[config.mk]
export PLATFORM = sky130hd
export DESIGN_NAME = dual_port_ram_v2
export DESIGN_NICKNAME = d
export VERILOG_FILES = /design/src/rtl/dual_port_ram_v2.sv
export SDC_FILE = /design/constraint.sdc
export NUM_CORES = 1
export LEC_CHECK = 0
export CORE_MARGIN = 3
export CORE_UTILIZATION = 52
export CTS_CLUSTER_SIZE = 30
export DETAILED_ROUTE_END_ITERATION = 7
export GPL_TIMING_DRIVEN = 1
export HOLD_SLACK_MARGIN = 0.02
export PLACE_DENSITY = 0.77
export SETUP_SLACK_MARGIN = 0.05
export SLEW_MARGIN = 20
export SYNTH_ARGS = -nofsm -noshare
export SYNTH_HDL_FRONTEND = slang
export SYNTH_SLANG_ARGS = --single-unit
[constraint.sdc]
create_clock -name clk -period 3 [get_ports clk]
set_input_delay 0.6 -clock clk [delete_from_list [all_inputs] [get_ports clk]]
set_output_delay 0.6 -clock clk [all_outputs]
set_load 0.02 [all_outputs]
[src/rtl/dual_port_ram_v2.sv]
// Single-clock true dual-port RAM with byte enables and deterministic same-address arbitration.
// Also provides out-of-range flagging, an optional output register and a post-reset clear sequencer.
module dual_port_ram_v2 #(
  parameter int DATA_WIDTH = 8,
  parameter int ADDR_WIDTH = 3,
  parameter int DEPTH      = 8,
  parameter int READ_MODE  = 0,
  parameter int OUT_REG    = 0
) (
  input  logic                      clk,
  input  logic                      nrst,
  input  logic                      chipe_a,
  input  logic                      chipe_b,
  input  logic                      wre_a,
  input  logic                      wre_b,
  input  logic [DATA_WIDTH/8-1:0]   be_a,
  input  logic [DATA_WIDTH/8-1:0]   be_b,
  input  logic [ADDR_WIDTH-1:0]     addr_a,
  input  logic [ADDR_WIDTH-1:0]     addr_b,
  input  logic [DATA_WIDTH-1:0]     data_in_a,
  input  logic [DATA_WIDTH-1:0]     data_in_b,
  output logic [DATA_WIDTH-1:0]     data_out_a,
  output logic [DATA_WIDTH-1:0]     data_out_b,
  output logic                      valid_a,
  output logic                      valid_b,
  output logic                      addr_err_a,
  output logic                      addr_err_b,
  output logic                      collision,
  output logic                      init_busy
);

  localparam int                    LANES     = DATA_WIDTH / 8;
  localparam logic [ADDR_WIDTH:0]   DEPTH_W   = (ADDR_WIDTH + 1)'(DEPTH);
  localparam logic [ADDR_WIDTH-1:0] LAST_ADDR = ADDR_WIDTH'(DEPTH - 1);

  typedef enum logic {CLEAR, READY} state_t;

  state_t                  state_reg;
  logic [ADDR_WIDTH-1:0]   clr_ptr_reg;
  logic                    busy_reg;
  logic [DATA_WIDTH-1:0]   ram [DEPTH];

  logic                    acc_a, acc_b;
  logic                    in_a, in_b;
  logic                    same_addr;
  logic [DATA_WIDTH-1:0]   old_a, old_b;
  logic [DATA_WIDTH-1:0]   own_a, own_b, both_word;
  logic [DATA_WIDTH-1:0]   final_a, final_b;
  logic [DATA_WIDTH-1:0]   res_a, res_b;
  logic                    ram_we_a, ram_we_b;
  logic                    coll_now;

  // Stage-1 result registers (first registered view of each access)
  logic [DATA_WIDTH-1:0]   data_a_reg, data_b_reg;
  logic                    valid_a_reg, valid_b_reg;
  logic                    err_a_reg, err_b_reg;
  logic                    coll_reg;

  assign acc_a     = (state_reg == READY) && chipe_a;
  assign acc_b     = (state_reg == READY) && chipe_b;
  assign in_a      = {1'b0, addr_a} < DEPTH_W;
  assign in_b      = {1'b0, addr_b} < DEPTH_W;
  assign same_addr = acc_a && acc_b && in_a && in_b && (addr_a == addr_b);
  assign coll_now  = same_addr && (wre_a || wre_b);

  assign old_a = in_a ? ram[addr_a] : '0;
  assign old_b = in_b ? ram[addr_b] : '0;

  // Per-lane merge: own_x is a port acting alone, both_word is the A-over-B merge on a shared address
  genvar gi;
  generate
    for (gi = 0; gi < LANES; gi++) begin : g_lane
      logic lane_wa, lane_wb;
      assign lane_wa = acc_a && in_a && wre_a && be_a[gi];
      assign lane_wb = acc_b && in_b && wre_b && be_b[gi];
      assign own_a[8*gi +: 8]     = lane_wa ? data_in_a[8*gi +: 8] : old_a[8*gi +: 8];
      assign own_b[8*gi +: 8]     = lane_wb ? data_in_b[8*gi +: 8] : old_b[8*gi +: 8];
      assign both_word[8*gi +: 8] = lane_wa ? data_in_a[8*gi +: 8] :
                                    (lane_wb ? data_in_b[8*gi +: 8] : old_a[8*gi +: 8]);
    end
  endgenerate

  assign final_a = same_addr ? both_word : own_a;
  assign final_b = same_addr ? both_word : own_b;

  // For a plain read final_x equals old_x, so one expression covers reads and writes
  assign res_a = in_a ? ((READ_MODE != 0) ? final_a : old_a) : '0;
  assign res_b = in_b ? ((READ_MODE != 0) ? final_b : old_b) : '0;

  // On a shared address port A commits the merged word once; B stays off that row
  assign ram_we_a = acc_a && in_a && (wre_a || (same_addr && wre_b));
  assign ram_we_b = acc_b && in_b && wre_b && !same_addr;

  always_ff @(posedge clk) begin
    if (nrst) begin
      if (state_reg == CLEAR) begin
        ram[clr_ptr_reg] <= '0;
      end else begin
        if (ram_we_a) ram[addr_a] <= final_a;
        if (ram_we_b) ram[addr_b] <= final_b;
      end
    end
  end

  always_ff @(posedge clk) begin
    if (!nrst) begin
      state_reg   <= CLEAR;
      clr_ptr_reg <= '0;
      busy_reg    <= 1'b1;
      data_a_reg  <= '0;
      data_b_reg  <= '0;
      valid_a_reg <= 1'b0;
      valid_b_reg <= 1'b0;
      err_a_reg   <= 1'b0;
      err_b_reg   <= 1'b0;
      coll_reg    <= 1'b0;
    end else begin
      case (state_reg)
        CLEAR: begin
          clr_ptr_reg <= clr_ptr_reg + 1'b1;
          valid_a_reg <= 1'b0;
          valid_b_reg <= 1'b0;
          err_a_reg   <= 1'b0;
          err_b_reg   <= 1'b0;
          coll_reg    <= 1'b0;
          if (clr_ptr_reg == LAST_ADDR) begin
            state_reg <= READY;
            busy_reg  <= 1'b0;
          end
        end
        READY: begin
          valid_a_reg <= acc_a;
          valid_b_reg <= acc_b;
          err_a_reg   <= acc_a && !in_a;
          err_b_reg   <= acc_b && !in_b;
          coll_reg    <= coll_now;
          if (acc_a) data_a_reg <= res_a;
          if (acc_b) data_b_reg <= res_b;
        end
        default: state_reg <= CLEAR;
      endcase
    end
  end

  assign init_busy = busy_reg;

  generate
    if (OUT_REG != 0) begin : g_out_reg
      logic [DATA_WIDTH-1:0] data_a_pipe, data_b_pipe;
      logic                  valid_a_pipe, valid_b_pipe;
      logic                  err_a_pipe, err_b_pipe;
      logic                  coll_pipe;

      always_ff @(posedge clk) begin
        if (!nrst) begin
          data_a_pipe  <= '0;
          data_b_pipe  <= '0;
          valid_a_pipe <= 1'b0;
          valid_b_pipe <= 1'b0;
          err_a_pipe   <= 1'b0;
          err_b_pipe   <= 1'b0;
          coll_pipe    <= 1'b0;
        end else begin
          data_a_pipe  <= data_a_reg;
          data_b_pipe  <= data_b_reg;
          valid_a_pipe <= valid_a_reg;
          valid_b_pipe <= valid_b_reg;
          err_a_pipe   <= err_a_reg;
          err_b_pipe   <= err_b_reg;
          coll_pipe    <= coll_reg;
        end
      end

      assign data_out_a = data_a_pipe;
      assign data_out_b = data_b_pipe;
      assign valid_a    = valid_a_pipe;
      assign valid_b    = valid_b_pipe;
      assign addr_err_a = err_a_pipe;
      assign addr_err_b = err_b_pipe;
      assign collision  = coll_pipe;
    end else begin : g_no_out_reg
      assign data_out_a = data_a_reg;
      assign data_out_b = data_b_reg;
      assign valid_a    = valid_a_reg;
      assign valid_b    = valid_b_reg;
      assign addr_err_a = err_a_reg;
      assign addr_err_b = err_b_reg;
      assign collision  = coll_reg;
    end
  endgenerate

endmodule

==> metrics.txt, run 1 <==
max-slew violation count=0; Biggest register=ram; switch share=0.2686; half-perimeter wire length of the detailed placement result=11480 µm; final-layout setup total negative slack=0 ps; unrepaired setup endpoints after global routing=no; placed inst area=6050 µm²; average wire per standard cell=24.66 µm; Worst setup EP type=flip-flop; grt total ovfl=0; leading cell types by total area after synthesis=edfxtp_1, dfxtp_1, mux4_2; count of buffers inserted at the top-level ports=49; clock network fraction of design power=0.334; remaining design rule violation count=0; first-pass GRT wire length=24430 µm; count of endpoints failing hold in the final timing report=0; Clock Skew=12.74 ps; H-tree lvl count=3; maximum fanout along the worst path=8; count of yosys warnings during synthesis=0; # diodes=0; max capacitance violation total=0; number of cells upsized or downsized after cts=0; minimum clock period=2683 ps; Core Area=9328 µm²; Inserted Clock Buffers=9; placed cell count=639; number of global-route vias before repair=4340; critical path startpoint category=input pin; number of buffers between clock root and the deepest sink=2; max frequency=0.3728 GHz; clk sink count=88; CTS Hold Bufs=0; adder and majority cell fraction of the synthesized area=0.004974; mux contribution to synthesized area=0.1679; violation count after the first detailed-route iteration=628; die width=104.4 µm; internal reg-to-reg setup slack=470 ps; distinct cell type count of the synthesized netlist=55; number of optimization iterations in the first detailed-route pass=5; mapped cell area=5031 µm²; fraction of final layout cells with drive strength greater than 1=0.2395; number of fill cells in the layout=718; area of combinational cells with multiple inputs=2411 µm²; sequential share of the synthesized area=0.4775; initial core utilization=0.5394; final design instance area without fill=6252 µm²; register bit total from synthesis=88; most area-hungry cell type in the Yosys netlist=edfxtp_1; total length of routed wires=16160 µm; die height=104.4 µm; data arrival time of the critical path=2800 ps; DR vias=4412; die area=10890 µm²; top-level I/O count=52; run status=complete, no violations; worst max-slew margin expressed relative to the limit=0.5745; leakage power=0.002306 µW; combined global-route utilization of all metal layers=0.2966; number of routed nets with antenna violations=0; routed via count divided by cell count=6.736; Layout Cells excl Fill=655; xor/xnor share of the synthesized area=0.01368; Worst Hold Slack=482.3 ps; Layout area overhead=24.27%; number of nets at the end of the flow=553; largest net degree at the start of global routing=30; compound-gate portion of the synthesized area=0.1778; CP Data Required Time=3120 ps; internal cell power=1916 µW; slew of the pin with the lowest slew margin=620.5 ps; Simple-Gate Fraction of Synth Area=0.1134; setup bufs post-CTS=0; standard-cell row count=35; register share of total power=0.511; average instance area after synthesis=11.84 µm²; library cell used as clock root buffer=clkbuf_8; origin of the worst setup path=addr_a[0]; Hold Path Depth=2; number of antenna violations at the first check in global routing=0; Worst Reg-to-Reg Cells=6; cell count after synthesis=425; kind of critical path=input pin to flip-flop; number of flip-flops under the largest register name=64; Final GP Congestion=0.9522; worst vdd rail ir drop=0.2231 mV; clock transition at the register clock pins on the worst setup and hold paths after CTS=100 ps; top-area cell type share of the netlist area=0.3820; combinational power share=0.155; Tcrit/Tclk final=0.8942; type of the tightest min-delay check=flip-flop to flip-flop; startpoint of the most critical register-to-register path=state_reg$_SDFF_PN0_; Crit Reg-Reg Endpoint=ram[2][6]$_DFFE_PP_; critical path capture point=ram[3][4]$_DFFE_PP_; clock tree from TritonCTS=yes; total net switching power=703.5 µW; latest clock arrival within the worst-skew pair=380 ps; combinational family with the most area after synthesis=compound AO/OA/AOI/OAI gates; Pwr Density=418.9 nW/µm²; area taken by flip-flops and latches=2402 µm²; Setup-failing EPs final=0
==> worst max-delay path, cell delays in order <==
cell and delay [ps]:
clkdlybuf4s50_1 540, buf_4 210, mux4_2 510, mux2i_1 310, o21a_1 180, o31a_1 310
o22ai_1 120
==> cell families after synthesis <==
logic type / count (synthesis)
AOI/OAI and AO/OA: 129
xor gates and xnor gates: 4
adders and majority gates: 2
buffers and inverters: 37
DFF: 88
muxes: 53
other: 1
and+or+nand+nor: 111
==> synth_stat cells, drive strengths merged <==
| master | number |
|---|---|
| and3 | 5 |
| o21ai | 18 |
| a221oi | 2 |
| a21oi | 2 |
| a211oi | 1 |
| edfxtp | 64 |
| nand3b | 1 |
| a32oi | 2 |
| nor3 | 8 |
| a21bo | 1 |
| xnor2 | 4 |
| ha | 2 |
| mux4 | 23 |
| inv | 5 |
| conb | 1 |
| and2 | 3 |
| o221a | 1 |
| nor2 | 12 |
| o221ai | 2 |
| o211ai | 3 |
| mux2 | 9 |
| nand3 | 13 |
| nand2 | 43 |
| o31a | 8 |
| nor2b | 9 |
| nand4 | 6 |
| o22ai | 63 |
| nand2b | 3 |
| clkbuf | 9 |
| o32ai | 2 |
| buf | 23 |
| mux2i | 21 |
| o21a | 9 |
| o211a | 11 |
| nor3b | 3 |
| and3b | 4 |
| dfxtp | 24 |
| or2 | 1 |
| a31oi | 2 |
| a22oi | 2 |
==> power by group through the flow <==
stage          Sequential (µW)  Clock [µW]  Combinational [µW]
2_1_floorplan             1360           0                 235
3_3_place_gp              1360           0                 392
3_5_place_dp              1370           0                 398
4_1_cts                   1340         872                 400
5_1_grt                   1340         922                 431
6_report                  1340         874                 407
==> layout make-up <==
| class | instances | share of cell area |
|---|---|---|
| timing repair buffer | 116 | 0.1689 |
| sequential | 88 | 0.3842 |
| clock buffer | 10 | 0.02041 |
| tap | 129 | 0.02582 |
| clock inverter | 6 | 0.01201 |
| inverter | 5 | 0.003002 |
| multi-input combinational | 301 | 0.3856 |
==> stage by stage <==
| step | setup WS [ps] | util | total power [µW] |
|---|---|---|---|
| after floorplan | 170.1 | - | 1594 |
| after global placement | -1.188 | 0.6486 | 1754 |
| after detailed placement | -58.85 | 0.6486 | 1763 |
| after CTS | 343.8 | 0.6703 | 2609 |
| after global routing | 214.7 | 0.6703 | 2694 |
| final | 317.5 | 0.6703 | 2619 |
==> worst min-delay path by stage <==
stage | start | endpoint
finish | init_busy$_SDFFE_PN1P_ | init_busy$_SDFFE_PN1P_
global route | init_busy$_SDFFE_PN1P_ | init_busy$_SDFFE_PN1P_
CTS | init_busy$_SDFFE_PN1P_ | init_busy$_SDFFE_PN1P_
detailed placement | init_busy$_SDFFE_PN1P_ | init_busy$_SDFFE_PN1P_
global placement | init_busy$_SDFFE_PN1P_ | init_busy$_SDFFE_PN1P_
floorplan | state_reg$_SDFF_PN0_ | valid_a$_SDFF_PN0_
==> cells in the final DEF, fill, tap and decap left out, types with 13 or more instances in the layout <==
master	synthesis	layout
clkdlybuf4s50_1	0	49
nand3_1	13	13
mux2i_1	19	19
o22ai_1	63	63
nand2_1	41	41
dfxtp_1	24	24
o21ai_0	14	14
buf_4	3	62
edfxtp_1	64	64
mux4_2	21	21
==> metal layers <==
metal	vias up	track usage	wire length, µm
li1	1909	-	-
met1	2116	0.3790	5963
met2	326	0.4797	7738
met3	61	0.05897	1832
met4	0	0.1510	621
met5	-	0	0
Power figures use the tool's default switching activity.
==> run 2, diff against run 1 <==
--- a/config.mk
+++ b/config.mk
@@ -5,13 +5,15 @@
 export SDC_FILE = /design/constraint.sdc
 export NUM_CORES = 1
 export LEC_CHECK = 0
+export CELL_PAD_IN_SITES_DETAIL_PLACEMENT = 0
+export CELL_PAD_IN_SITES_GLOBAL_PLACEMENT = 2
 export CORE_MARGIN = 3
-export CORE_UTILIZATION = 52
+export CORE_UTILIZATION = 35
 export CTS_CLUSTER_SIZE = 30
 export DETAILED_ROUTE_END_ITERATION = 7
 export GPL_TIMING_DRIVEN = 1
 export HOLD_SLACK_MARGIN = 0.02
-export PLACE_DENSITY = 0.77
+export PLACE_DENSITY_LB_ADDON = 0.1
 export SETUP_SLACK_MARGIN = 0.05
 export SLEW_MARGIN = 20
 export SYNTH_ARGS = -nofsm -noshare
==> metrics.txt, run 2 (same netlist as run 1, synthesis figures left out) <==
Hold Crit Start=init_busy$_SDFFE_PN1P_; number of cells upsized or downsized after cts=0 (unchanged); clock transition at the register clock pins on the worst setup and hold paths after CTS=70 ps (-30 ps); largest net degree at the start of global routing=30 (unchanged); die area=15850 µm² (+46%); max frequency=0.3657 GHz (-1.9%); area of combinational cells with multiple inputs=2411 µm² (unchanged); count of buffers inserted at the top-level ports=49 (unchanged); setup bufs post-CTS=0 (unchanged); count of endpoints failing hold in the final timing report=0 (unchanged); remaining design rule violation count=0 (unchanged); Clock Skew=12.58 ps (-0.1659 ps); Final GP Congestion=0.8836 (-7.2%); leakage power=0.002375 µW (+3.0%); Pwr Density=445.5 nW/µm² (+6.4%); grt total ovfl=0 (unchanged); Biggest register=ram; startpoint of the most critical register-to-register path=state_reg$_SDFF_PN0_; library cell used as clock root buffer=clkbuf_16; CTS Hold Bufs=0 (unchanged); Layout area overhead=29.05%; number of nets at the end of the flow=552 (-0.18%); initial core utilization=0.3597 (-0.1797); CP Data Required Time=3090 ps (-30 ps); number of flip-flops under the largest register name=64 (unchanged); clock network fraction of design power=0.385 (+0.051); slew of the pin with the lowest slew margin=483.3 ps (-137.2 ps); Hold Path Depth=2 (unchanged); number of routed nets with antenna violations=0 (unchanged); Worst Reg-to-Reg Cells=6 (unchanged); number of antenna violations at the first check in global routing=0 (unchanged); clock tree from TritonCTS=yes; clk sink count=88 (unchanged); violation count after the first detailed-route iteration=376 (-40%); fraction of final layout cells with drive strength greater than 1=0.2400 (+0.0004563); terminating pin of the worst hold path=init_busy$_SDFFE_PN1P_; total length of routed wires=15700 µm (-2.8%); Critical Path Max Stage Delay=640 ps (+100 ps); max capacitance violation total=0 (unchanged); Tcrit/Tclk final=0.9115 (+0.01732); H-tree lvl count=3 (unchanged); die width=125.9 µm (+21%); worst vdd rail ir drop=0.2959 mV (+33%); standard-cell row count=43 (+23%); top-level I/O count=52 (unchanged); most common cell after layout, fill and taps aside=edfxtp_1; area taken by flip-flops and latches=2402 µm² (unchanged); DR vias=4055 (-8.1%); number of buffers between clock root and the deepest sink=2 (unchanged); critical path startpoint category=input pin; library cell contributing the largest single delay on the critical path=mux4_1; ordered list of cells on the worst path=clkdlybuf4s50_1 -> buf_12 -> mux4_1 -> mux2i_1 -> o21a_1 -> o31a_1 -> o22ai_1; average wire per standard cell=22.27 µm (-9.7%); number of global-route vias before repair=4120 (-5.1%); Core Area=13990 µm² (+50%); combinational power share=0.152 (-0.003); half-perimeter wire length of the detailed placement result=11930 µm (+3.9%); register share of total power=0.463 (-0.048); worst max-slew margin expressed relative to the limit=0.6714 (+0.09694); routed via count divided by cell count=5.752 (-15%); unrepaired setup endpoints after global routing=no; combined global-route utilization of all metal layers=0.2002 (-0.09645); type of the tightest min-delay check=flip-flop to flip-flop; switch share=0.2666 (-0.001947); setup ws final=265.5 ps (-51.97 ps); first-pass GRT wire length=24330 µm (-0.42%); minimum clock period=2734 ps (+51.97 ps); final-layout setup total negative slack=0 ps (unchanged); Worst setup EP type=flip-flop; maximum fanout along the worst path=19 (+11); internal cell power=2121 µW (+11%); number of optimization iterations in the first detailed-route pass=5 (unchanged); data arrival time of the critical path=2820 ps (+20 ps); run status=complete, no violations; Crit Reg-Reg Endpoint=ram[2][7]$_DFFE_PP_; die height=125.9 µm (+21%); Inserted Clock Buffers=9 (unchanged); most frequent cells in the layout=edfxtp_1, o22ai_1, buf_4, clkdlybuf4s50_1, nand2_1; # diodes=0 (unchanged); Setup-failing EPs final=0 (unchanged); total net switching power=771.3 µW (+9.6%); max-slew violation count=0 (unchanged); pre-CTS setup slack=-105.0 ps (-46.20 ps); kind of critical path=input pin to flip-flop; latest clock arrival within the worst-skew pair=350 ps (-30 ps); number of fill cells in the layout=1299 (+81%); internal reg-to-reg setup slack=820 ps (+350 ps)
[run 2: cell types whose count changed in the layout (fill, tap and decap cells not counted)]
cell       delta
bufinv_16     -1
buf_4         -9
clkbuf_8      -9
inv_8         +1
buf_12        +8
clkbuf_16     +9
clkbuf_1      -1
clkinv_2      +1
[run 2: how the worst max path moves through the flow]
| stage | start | to | slack (ps) | cells after the start |
|---|---|---|---|---|
| after floorplan | addr_a[1] | ram[7][0]$_DFFE_PP_ | 170 | 7 |
| after global placement | addr_a[1] | ram[0][3]$_DFFE_PP_ | -60 | 7 |
| after detailed placement | addr_a[1] | ram[0][3]$_DFFE_PP_ | -110 | 7 |
| after CTS | addr_a[1] | ram[6][3]$_DFFE_PP_ | 280 | 7 |
| after global routing | addr_a[1] | ram[6][3]$_DFFE_PP_ | 130 | 7 |
| final | addr_a[1] | ram[6][3]$_DFFE_PP_ | 270 | 7 |
[run 2: layer usage]
metal,part of all wire,up-vias,global-route usage
met2,0.44,172,0.2977
met5,0,-,0
met3,0.083,15,0.03902
li1,-,1902,-
met1,0.46,1966,0.2947
met4,0.014,0,0.06498
[run 2: power by group through the flow]
stage	sequential, µW	combinational [µW]	clock (µW)
after floorplan	1360	235	0
after global placement	1360	438	0
after detailed placement	1370	439	0
after CTS	1340	441	1130
after global routing	1340	473	1180
final	1340	441	1110
[run 2: through the flow]
step / hold slack [ps] / instances / utilization / power (µW) / area [µm²]
after global routing: 517.8 / 705 / 0.4641 / 2992 / 6492
after CTS: 491.1 / 705 / 0.4641 / 2914 / 6492
after global placement: 446.8 / 689 / 0.4436 / 1801 / 6206
after detailed placement: 481.5 / 689 / 0.4436 / 1804 / 6206
after floorplan: 530.9 / 426 / - / 1594 / 5035
final: 482.0 / 705 / 0.4641 / 2892 / 6492
[run 2: critical path, delay by kind of cell]
kind,cells,cell delay [ps]
compound gates,3,640
buf+inv,2,710
mux,2,860
[run 2: cell type report]
type / count / share of cell area
timing repair buffer: 115 / 0.1769
multi-input combinational: 301 / 0.3714
tap: 180 / 0.03469
inverter: 5 / 0.002891
clock inverter: 7 / 0.009443
sequential: 88 / 0.3700
clock buffer: 9 / 0.03469
